===== config.mk =====
export PLATFORM = sky130hd
export DESIGN_NAME = quad_decoder
export DESIGN_NICKNAME = d
export VERILOG_FILES = /design/src/rtl/quad_decoder.sv
export SDC_FILE = /design/constraint.sdc
export NUM_CORES = 1
export LEC_CHECK = 0
export BUFFER_PORTS_ARGS = -buffer_cell sky130_fd_sc_hd__buf_2
export CORE_UTILIZATION = 23
export CTS_CLUSTER_DIAMETER = 80
export DETAILED_ROUTE_END_ITERATION = 6
export GPL_TIMING_DRIVEN = 0
export PLACE_DENSITY = 0.39
export SYNTH_ARGS = -nofsm -noshare
export SYNTH_HDL_FRONTEND = slang
export SYNTH_SLANG_ARGS = --single-unit

===== constraint.sdc =====
create_clock -name clk -period 4.5 [get_ports clk]
set_input_delay 0.225 -clock clk [delete_from_list [all_inputs] [get_ports clk]]
set_output_delay 0.225 -clock clk [all_outputs]
set_load 0.01 [all_outputs]

===== src/rtl/quad_decoder.sv =====
// Quadrature encoder front end: two-flop synchronizer, per-bit debounce, and a
// step decoder driving a 5-bit position count. A = pmod[1], B = pmod[0].
//
//   state   | meaning
//   --------+-------------------------------------------------------------
//   ST_INIT | filtered bits track the synchronizer; DEB_CYCLES+2 clocks
//   ST_RUN  | debounce active; filtered transitions decoded into steps
module quad_decoder #(
   parameter int DEB_CYCLES = 16,
   parameter bit WRAP       = 1'b1
) (
   input  logic       clk,
   input  logic       rst,
   input  logic [1:0] pmod,
   input  logic       clr,
   output logic [4:0] led,
   output logic       dir,
   output logic       step,
   output logic       err
);

   typedef enum logic {ST_INIT, ST_RUN} state_t;

   localparam logic [8:0] INIT_LOAD = 9'(DEB_CYCLES + 1);
   localparam logic [7:0] STAB_LAST = 8'(DEB_CYCLES - 1);

   state_t          state_q, state_d;
   logic [8:0]      init_cnt_q, init_cnt_d;
   logic [1:0]      sync1_q, sync1_d;
   logic [1:0]      sync2_q, sync2_d;
   logic [1:0]      filt_q, filt_d;
   logic [1:0]      prev_q, prev_d;
   logic [1:0][7:0] stab_q, stab_d;
   logic [4:0]      led_q, led_d;
   logic            dir_q, dir_d;
   logic            step_q, step_d;
   logic            err_q, err_d;
   logic [1:0]      chg;
   logic            up;

   always_comb begin
      sync1_d    = pmod;
      sync2_d    = sync1_q;
      state_d    = state_q;
      init_cnt_d = init_cnt_q;
      filt_d     = filt_q;
      prev_d     = filt_q;
      stab_d     = stab_q;
      led_d      = led_q;
      dir_d      = dir_q;
      step_d     = 1'b0;
      err_d      = err_q;
      chg        = filt_q ^ prev_q;
      up         = prev_q[1] ^ filt_q[0];

      case (state_q)
         ST_INIT: begin
            filt_d = sync2_q;
            prev_d = sync2_q;
            stab_d = '0;
            if (init_cnt_q == 9'd0) state_d = ST_RUN;
            else                    init_cnt_d = init_cnt_q - 9'd1;
         end
         default: begin
            for (int i = 0; i < 2; i++) begin
               if (sync2_q[i] != filt_q[i]) begin
                  if (stab_q[i] == STAB_LAST) begin
                     filt_d[i] = sync2_q[i];
                     stab_d[i] = 8'd0;
                  end else begin
                     stab_d[i] = stab_q[i] + 8'd1;
                  end
               end else begin
                  stab_d[i] = 8'd0;
               end
            end

            // Gray code: exactly one bit changing is a step, both is illegal.
            if (chg == 2'b11) begin
               err_d = 1'b1;
            end else if (chg != 2'b00) begin
               dir_d  = up;
               step_d = 1'b1;
               if (up) begin
                  if (led_q != 5'd31)  led_d = led_q + 5'd1;
                  else if (WRAP)       led_d = 5'd0;
               end else begin
                  if (led_q != 5'd0)   led_d = led_q - 5'd1;
                  else if (WRAP)       led_d = 5'd31;
               end
            end
         end
      endcase

      if (clr) begin
         led_d  = 5'd0;
         err_d  = 1'b0;
         step_d = 1'b0;
      end
   end

   always_ff @(posedge clk) begin
      if (rst) begin
         state_q    <= ST_INIT;
         init_cnt_q <= INIT_LOAD;
         sync1_q    <= 2'b00;
         sync2_q    <= 2'b00;
         filt_q     <= 2'b00;
         prev_q     <= 2'b00;
         stab_q     <= '0;
         led_q      <= 5'd0;
         dir_q      <= 1'b1;
         step_q     <= 1'b0;
         err_q      <= 1'b0;
      end else begin
         state_q    <= state_d;
         init_cnt_q <= init_cnt_d;
         sync1_q    <= sync1_d;
         sync2_q    <= sync2_d;
         filt_q     <= filt_d;
         prev_q     <= prev_d;
         stab_q     <= stab_d;
         led_q      <= led_d;
         dir_q      <= dir_d;
         step_q     <= step_d;
         err_q      <= err_d;
      end
   end

   assign led  = led_q;
   assign dir  = dir_q;
   assign step = step_q;
   assign err  = err_q;

endmodule


==> out/metrics.yaml, run 1 <==
clock_tree:
  ctsHoldBuffers: 0
  cts_tree: "built"
  clk_latency_ns: 0.29
  htreeDepth: 2
  postCtsSetupBuffers: 0
  cts.sinks: 42
  path_clk_slew_ns: 0.08
  cts-resized-gates: 0
  cts-root-buf: "clkbuf_8"
  clk_path_buf_depth: 2
  cts_made_buffers: 5
die:
  fp.coreArea_um2: 7888
  die_h_um: 93.32
  io_pins: 13
  dieArea_um2: 8709
  fp-row-count: 32
  initial_utilization_pct: 24.32
  die_w_um: 93.32
critical_path:
  reg2reg_slack_ns: 2.58
  path_class: "flop to flop"
  cpPeakStageDelay_ns: 0.68
  end_kind: "flop"
  cp-start-kind: "flop"
  critPathArrivalTime_ns: 2.10
  crit_required_ns: 4.68
  reg2reg_to: "led[3]$_SDFFE_PP0P_"
  crit_fanout: 9
  worstPathCellList: "buf_2 > xnor2_1 > mux2i_1 > o221ai_1 > a32o_1"
  cpMaxStageDelayCell: "xnor2_1"
  r2r.worst_path.cells: 5
  critPathBufInv: 1
  r2r_start: "filt_q[0]$_SDFFE_PP0P_"
  crit_family: "XOR/XNOR gates"
synth:
  seq_area_frac_synth_pct: 43.84
  netlist.area_leader.share_pct: 43.84
  ys_types: 43
  synth_edf_count: 0
  ys_ff_latch: 42
  async_reset_ff_share_pct: 0
  synth_top_area_cell: "dfxtp_1"
  ys_warn_count: 0
  ys.flop_type: "dfxtp_1"
  yosys-top-cells-area: "dfxtp_1 (44%), nor2_1 (7.4%), xnor2_1 (6.4%), xor2_1 (4.6%), ha_1 (3.9%)"
  syn_area_um2: 1918
  syn_nets: 227
  synthCells: 216
  avgSynthCellArea_um2: 8.880
routing:
  postRouteWirelength_um: 3707
  drtIter0Drc: 41
  final_antenna_net_count: 0
  drtPass1Iterations: 4
  wl_per_cell_um: 10.97
  vias: 1479
  via_per_inst: 4.376
  drc: 0
hold_path:
  hold_path.class: "input port to flop"
  worstHoldPathCells: 2
  min_from: "pmod[0]"
  min_to: "sync1_q[0]$_SDFF_PP0_"
sta:
  setup_viol: 0
  skew_ns: 0.007771
  hold_slack_ns: 0.1367
  finalHoldViolations: 0
  fin_tns_setup_ns: 0
  fmax_mhz: 520.9
  final-max-slew-violation-count: 0
  period_share_pct: 42.66
  worstMarginPinSlew_ns: 0.8302
  max-slew-margin-rel_pct: 44.26
  period_needed_ns: 1.920
  rsz0062_at_grt: "no"
global_routing:
  grt_use_total_pct: 9.406
  grt_pass1_vias: 1362
  grt_overflow_total: 0
  antenna_found_initial: 0
  grt_max_degree: 14
  grt_pass1_wl_um: 6444
power:
  power_uw: 879.1
  p_leak_nw: 0.8135
  peakVddDrop_mv: 0.1416
  p_per_area_nw_per_um2: 396.7
final_layout:
  final_cells: 338
  layout.nets: 246
  final_common_cell: "dfxtp_1"
  mostFrequentLayoutCells: "dfxtp_1 (42), nor2_1 (38), xnor2_1 (14)"
  diodes: 0
  design_area_um2: 2216
  fillCellCount: 839
  drive_gt1_share_pct: 10.17
  syn2layout_area_growth_pct: 15.53
job:
  drv_cap: 0
placement:
  dpl_cell_area_um2: 2106
  dp.cells: 330
  portBuffers: 12
  place_hpwl_um: 2651
  place.gp.congestion: 0.7486
status:
  status: "complete, no violations"
==> worst max path at each step <==
| stage | start | endpoint | slack (ns) | cells after the start |
|---|---|---|---|---|
| finish | filt_q[0]$_SDFFE_PP0P_ | led[3]$_SDFFE_PP0P_ | 2.58 | 5 |
| global placement | filt_q[0]$_SDFFE_PP0P_ | led[3]$_SDFFE_PP0P_ | 2.55 | 5 |
| detailed placement | filt_q[0]$_SDFFE_PP0P_ | led[3]$_SDFFE_PP0P_ | 2.61 | 5 |
| global route | filt_q[0]$_SDFFE_PP0P_ | led[3]$_SDFFE_PP0P_ | 2.46 | 5 |
| floorplan | led[1]$_SDFFE_PP0P_ | led[3]$_SDFFE_PP0P_ | 2.82 | 7 |
| CTS | filt_q[0]$_SDFFE_PP0P_ | led[3]$_SDFFE_PP0P_ | 2.59 | 5 |
==> cell usage after synthesis (2+ instances only) <==
cell,instances
nor4_1,2
o21ai_1,2
clkbuf_1,4
nor3_1,5
ha_1,6
or3_1,4
nand2b_1,3
nor2_1,38
or4_1,4
mux2i_1,6
inv_1,8
dfxtp_1,42
and3_1,3
o211ai_1,4
xnor2_1,14
o21ai_0,5
nand3_1,4
nor3b_1,2
a31oi_1,2
a211oi_1,3
and2_1,2
nand2_1,10
a21oi_1,8
nor2b_1,7
xor2_1,10
==> stage by stage <==
stage / util [%] / setup slack (ns)
3_3_place_gp: 26.70 / 2.546
4_1_cts: 28.09 / 2.590
2_1_floorplan: - / 2.823
3_5_place_dp: 26.70 / 2.611
6_report: 28.09 / 2.580
5_1_grt: 28.09 / 2.463
==> cell type report <==
| class | instances | area, um^2 | area share [%] |
|---|---|---|---|
| sequential | 42 | 840.8 | 37.94 |
| multi-input combinational | 160 | 1023 | 46.19 |
| clock buffer | 6 | 72.57 | 3.275 |
| tap | 102 | 127.6 | 5.759 |
| timing repair buffer | 12 | 60.06 | 2.710 |
| inverter | 8 | 30.03 | 1.355 |
| buffer | 6 | 23.77 | 1.073 |
| clock inverter | 2 | 37.54 | 1.694 |
==> cell families after synthesis <==
group | after synthesis | share of synthesized area (%)
mux | 6 | 3.131
buf+inv | 14 | 2.804
simple gates | 91 | 23.88
xor+xnor | 24 | 10.96
fa+ha+maj | 6 | 3.914
flops | 42 | 43.84
compound gates | 33 | 11.48
==> per-layer routing <==
layer / vias up / wire [um] / GRT usage, %
met5: - / 0 / 0
met4: 0 / 94 / 4.615
met3: 8 / 122 / 2.520
met2: 25 / 1482 / 13.42
met1: 659 / 2008 / 12.95
li1: 787 / - / -
==> sequential cells by signal (all words and copies together), names as in the netlist, 2 cells and up <==
signal and flops:
stab_q 16, init_cnt_q 9, led 5, filt_q 2, prev_q 2, sync1_q 2
sync2_q 2
==> report_power, final <==
| part | internal (mW) | total [mW] | switching [mW] |
|---|---|---|---|
| sequential | 0.399 | 0.424 | 0.0256 |
| clock | 0.166 | 0.296 | 0.130 |
| combinational | 0.0717 | 0.159 | 0.0869 |
| total | 0.636 | 0.879 | 0.243 |
Power figures use the tool's default switching activity.
==> run 2: changes to the inputs <==
==> constraint.sdc (replaced) <==
create_clock -name clk -period 1.95 [get_ports clk]
set_input_delay 0.0975 -clock clk [delete_from_list [all_inputs] [get_ports clk]]
set_output_delay 0.0975 -clock clk [all_outputs]
set_load 0.01 [all_outputs]
==> run 2 against run 1 <==
  * Flip-flop and latch count did not move
  * Cell count rose by 0.30%
  * Via count rose by 1.1%
  * Setup slack got worse by 2.4 ns
  * Cell area rose by 1.2%
  * Die area did not move
  * Sequential power rose by 130%
  * Sequential share of layout area fell by 0.33 points
  * Total power rose by 130%
  * Highest routed layer unchanged
  * Maximum frequency rose by 9.5%
  * Largest power group unchanged
  * Critical path depth rose by 1
  * Register-to-register slack got worse by 2.4 ns
==> out/metrics.yaml, run 2 (synthesized netlist as in run 1, its figures left out) <==
power:
  power_switching_uw: 561.6  # +130%
  p_seq_share_pct: 48.2  # about the same
  p_comb_share_pct: 18.2  # +0.2 points
  p_int_mw: 1.472  # +130%
  p_per_area_nw_per_um2: 906.8  # +130%
  peakVddDrop_mv: 0.3265  # +130%
  p_clk_share_pct: 33.6  # about the same
  p_leak_nw: 0.8234  # +1.2%
  switching_share_pct: 27.62  # about the same
critical_path:
  path_class: "flop to flop"
  crit_fanout: 8  # -1
  end_kind: "flop"
  cpPeakStageDelay_ns: 0.37  # -0.31 ns
  reg2reg_to: "led[2]$_SDFFE_PP0P_"
  cpMaxStageDelayCell: "dfxtp_2"
  cp-start-kind: "flop"
  critPathMostFrequentCell: "ha_1"
  reg2reg_slack_ns: 0.20  # -2.38 ns
  critPathArrivalTime_ns: 1.99  # -0.11 ns
  r2r.worst_path.cells: 6  # +1
  crit_family: "compound AO/OA/AOI/OAI gates"
  worstPathCellList: "ha_1 > and3_1 > ha_1 > nand3b_1 > a211oi_1 > o221a_2"
  critPathBufInv: 0  # -1
  crit_required_ns: 2.19  # -2.49 ns
  r2r_start: "led[0]$_SDFFE_PP0P_"
clock_tree:
  cts.sinks: 42  # unchanged
  postCtsSetupBuffers: 0  # unchanged
  cts_made_buffers: 5  # unchanged
  path_clk_slew_ns: 0.08  # about the same
  clk_latency_ns: 0.29  # about the same
  cts-root-buf: "clkbuf_8"
  clk_path_buf_depth: 2  # unchanged
  cts_tree: "built"
  htreeDepth: 2  # unchanged
final_layout:
  mostFrequentLayoutCells: "dfxtp_1 (40), nor2_1 (38), buf_2 (13), xnor2_1 (13)"
  final_common_cell: "dfxtp_1"
  multi_input_area_um2: 1031  # +0.73%
  diodes: 0  # unchanged
  register_area_um2: 843.3  # +0.30%
  layout.nets: 247  # +0.41%
  syn2layout_area_growth_pct: 16.89
  largest_register: "stab_q"
  fillCellCount: 842  # +0.36%
  drive_gt1_share_pct: 11.39  # +1.2 points
  final_cells: 339  # +0.30%
  largest_reg_flops: 16  # unchanged
placement:
  dp.cells: 330  # unchanged
  place_hpwl_um: 2651  # unchanged
  portBuffers: 12  # unchanged
  dp_slack_ns: 0.06071  # -2.550 ns
  place.gp.congestion: 0.7486  # unchanged
sta:
  setup_viol: 0  # unchanged
  finalWorstSetupSlack_ns: 0.1965  # -2.384 ns
  period_needed_ns: 1.753  # -0.1662 ns
  worstMarginPinSlew_ns: 0.5693  # -0.2609 ns
  finalHoldViolations: 0  # unchanged
  fmax_mhz: 570.3  # +9.5%
  max-slew-margin-rel_pct: 61.79  # +18 points
  fin_tns_setup_ns: 0  # unchanged
  period_share_pct: 89.92  # +47 points
  final-max-slew-violation-count: 0  # unchanged
  skew_ns: 0.007616  # -0.0001553 ns
  rsz0062_at_grt: "no"
routing:
  drtIter0Drc: 33  # -20%
  final_antenna_net_count: 0  # unchanged
  via_per_inst: 4.410  # +0.78%
  postRouteWirelength_um: 3692  # -0.40%
  drtPass1Iterations: 4  # unchanged
  vias: 1495  # +1.1%
  drc: 0  # unchanged
  wl_per_cell_um: 10.89  # -0.70%
global_routing:
  antenna_found_initial: 0  # unchanged
  grt_overflow_total: 0  # unchanged
  grt_pass1_vias: 1362  # unchanged
  grt_max_degree: 14  # unchanged
  grt_pass1_wl_um: 6444  # unchanged
  grt_use_total_pct: 9.406  # unchanged
die:
  die_h_um: 93.32  # unchanged
  dieArea_um2: 8709  # unchanged
  fp-row-count: 32  # unchanged
  fp.coreArea_um2: 7888  # unchanged
  die_w_um: 93.32  # unchanged
  io_pins: 13  # unchanged
  initial_utilization_pct: 24.32  # unchanged
status:
  status: "complete, no violations"
hold_path:
  min_to: "led[2]$_SDFFE_PP0P_"
  worstHoldPathCells: 3  # +1
  hold_path.class: "input port to flop"
  min_from: "clr"
job:
  drv_cap: 0  # unchanged
## run 2: cell types whose count changed in the layout (fill, tap and decap cells not counted), sizes merged
cell and delta:
dlygate4sd3 +2, clkbuf -1
## run 2: routing by layer
layer  global-route usage (%)  vias to the layer above  share of wire (%)
met3                    2.520                        8                3.3
met5                        0                        -                  0
met1                    12.95                      674                 54
met2                    13.42                       26                 40
li1                         -                      787                  -
met4                    4.615                        0                2.5
## run 2: power by group through the flow
stage | Combinational, mW | Sequential, mW | Clock (mW)
2_1_floorplan | 0.299 | 0.985 | 0
3_3_place_gp | 0.373 | 0.999 | 0
3_5_place_dp | 0.367 | 0.997 | 0
4_1_cts | 0.373 | 0.978 | 0.722
5_1_grt | 0.423 | 0.992 | 0.752
6_report | 0.369 | 0.980 | 0.683
## run 2: area by class of cell
cell class	instances	area share, %
buffer	5	0.8929
clock buffer	6	3.237
clock inverter	2	1.674
inverter	8	1.339
multi-input combinational	160	45.98
sequential	42	37.61
tap	102	5.692
timing repair buffer	14	3.571
## run 2: worst reg2reg max path: stages (launching register included)
cell and delay [ns]:
dfxtp_2 0.37, ha_1 0.23, and3_1 0.19, ha_1 0.24
nand3b_1 0.19, a211oi_1 0.28, o221a_2 0.21
## run 2: worst max path at each step
stage | slack (ns) | to | startpoint | depth (start not counted)
floorplan | 0.27 | led[3]$_SDFFE_PP0P_ | led[1]$_SDFFE_PP0P_ | 7
global placement | -0.004 | led[3]$_SDFFE_PP0P_ | filt_q[0]$_SDFFE_PP0P_ | 5
detailed placement | 0.06 | led[3]$_SDFFE_PP0P_ | filt_q[0]$_SDFFE_PP0P_ | 5
CTS | 0.04 | led[3]$_SDFFE_PP0P_ | filt_q[0]$_SDFFE_PP0P_ | 5
global route | 0.07 | led[3]$_SDFFE_PP0P_ | led[1]$_SDFFE_PP0P_ | 7
finish | 0.20 | led[2]$_SDFFE_PP0P_ | led[0]$_SDFFE_PP0P_ | 6
## run 2: repair_timing
item / 4_1_cts / 5_1_grt
setup endpoints to repair: 0 / 1
resized for setup: 0 / 3
endpoints found under the hold margin: 2 / 0
hold buffers: 2 / 0
## run 2: stage by stage
stage / util (%) / hold WS [ns] / instance area, um^2 / power, mW
6_report: 28.43 / 0.1448 / 2242 / 2.033
4_1_cts: 28.35 / 0.1278 / 2236 / 2.073
3_3_place_gp: 26.70 / 0.3137 / 2106 / 1.372
3_5_place_dp: 26.70 / 0.3128 / 2106 / 1.364
5_1_grt: 28.43 / 0.1523 / 2242 / 2.168
2_1_floorplan: - / 0.2257 / 1918 / 1.284
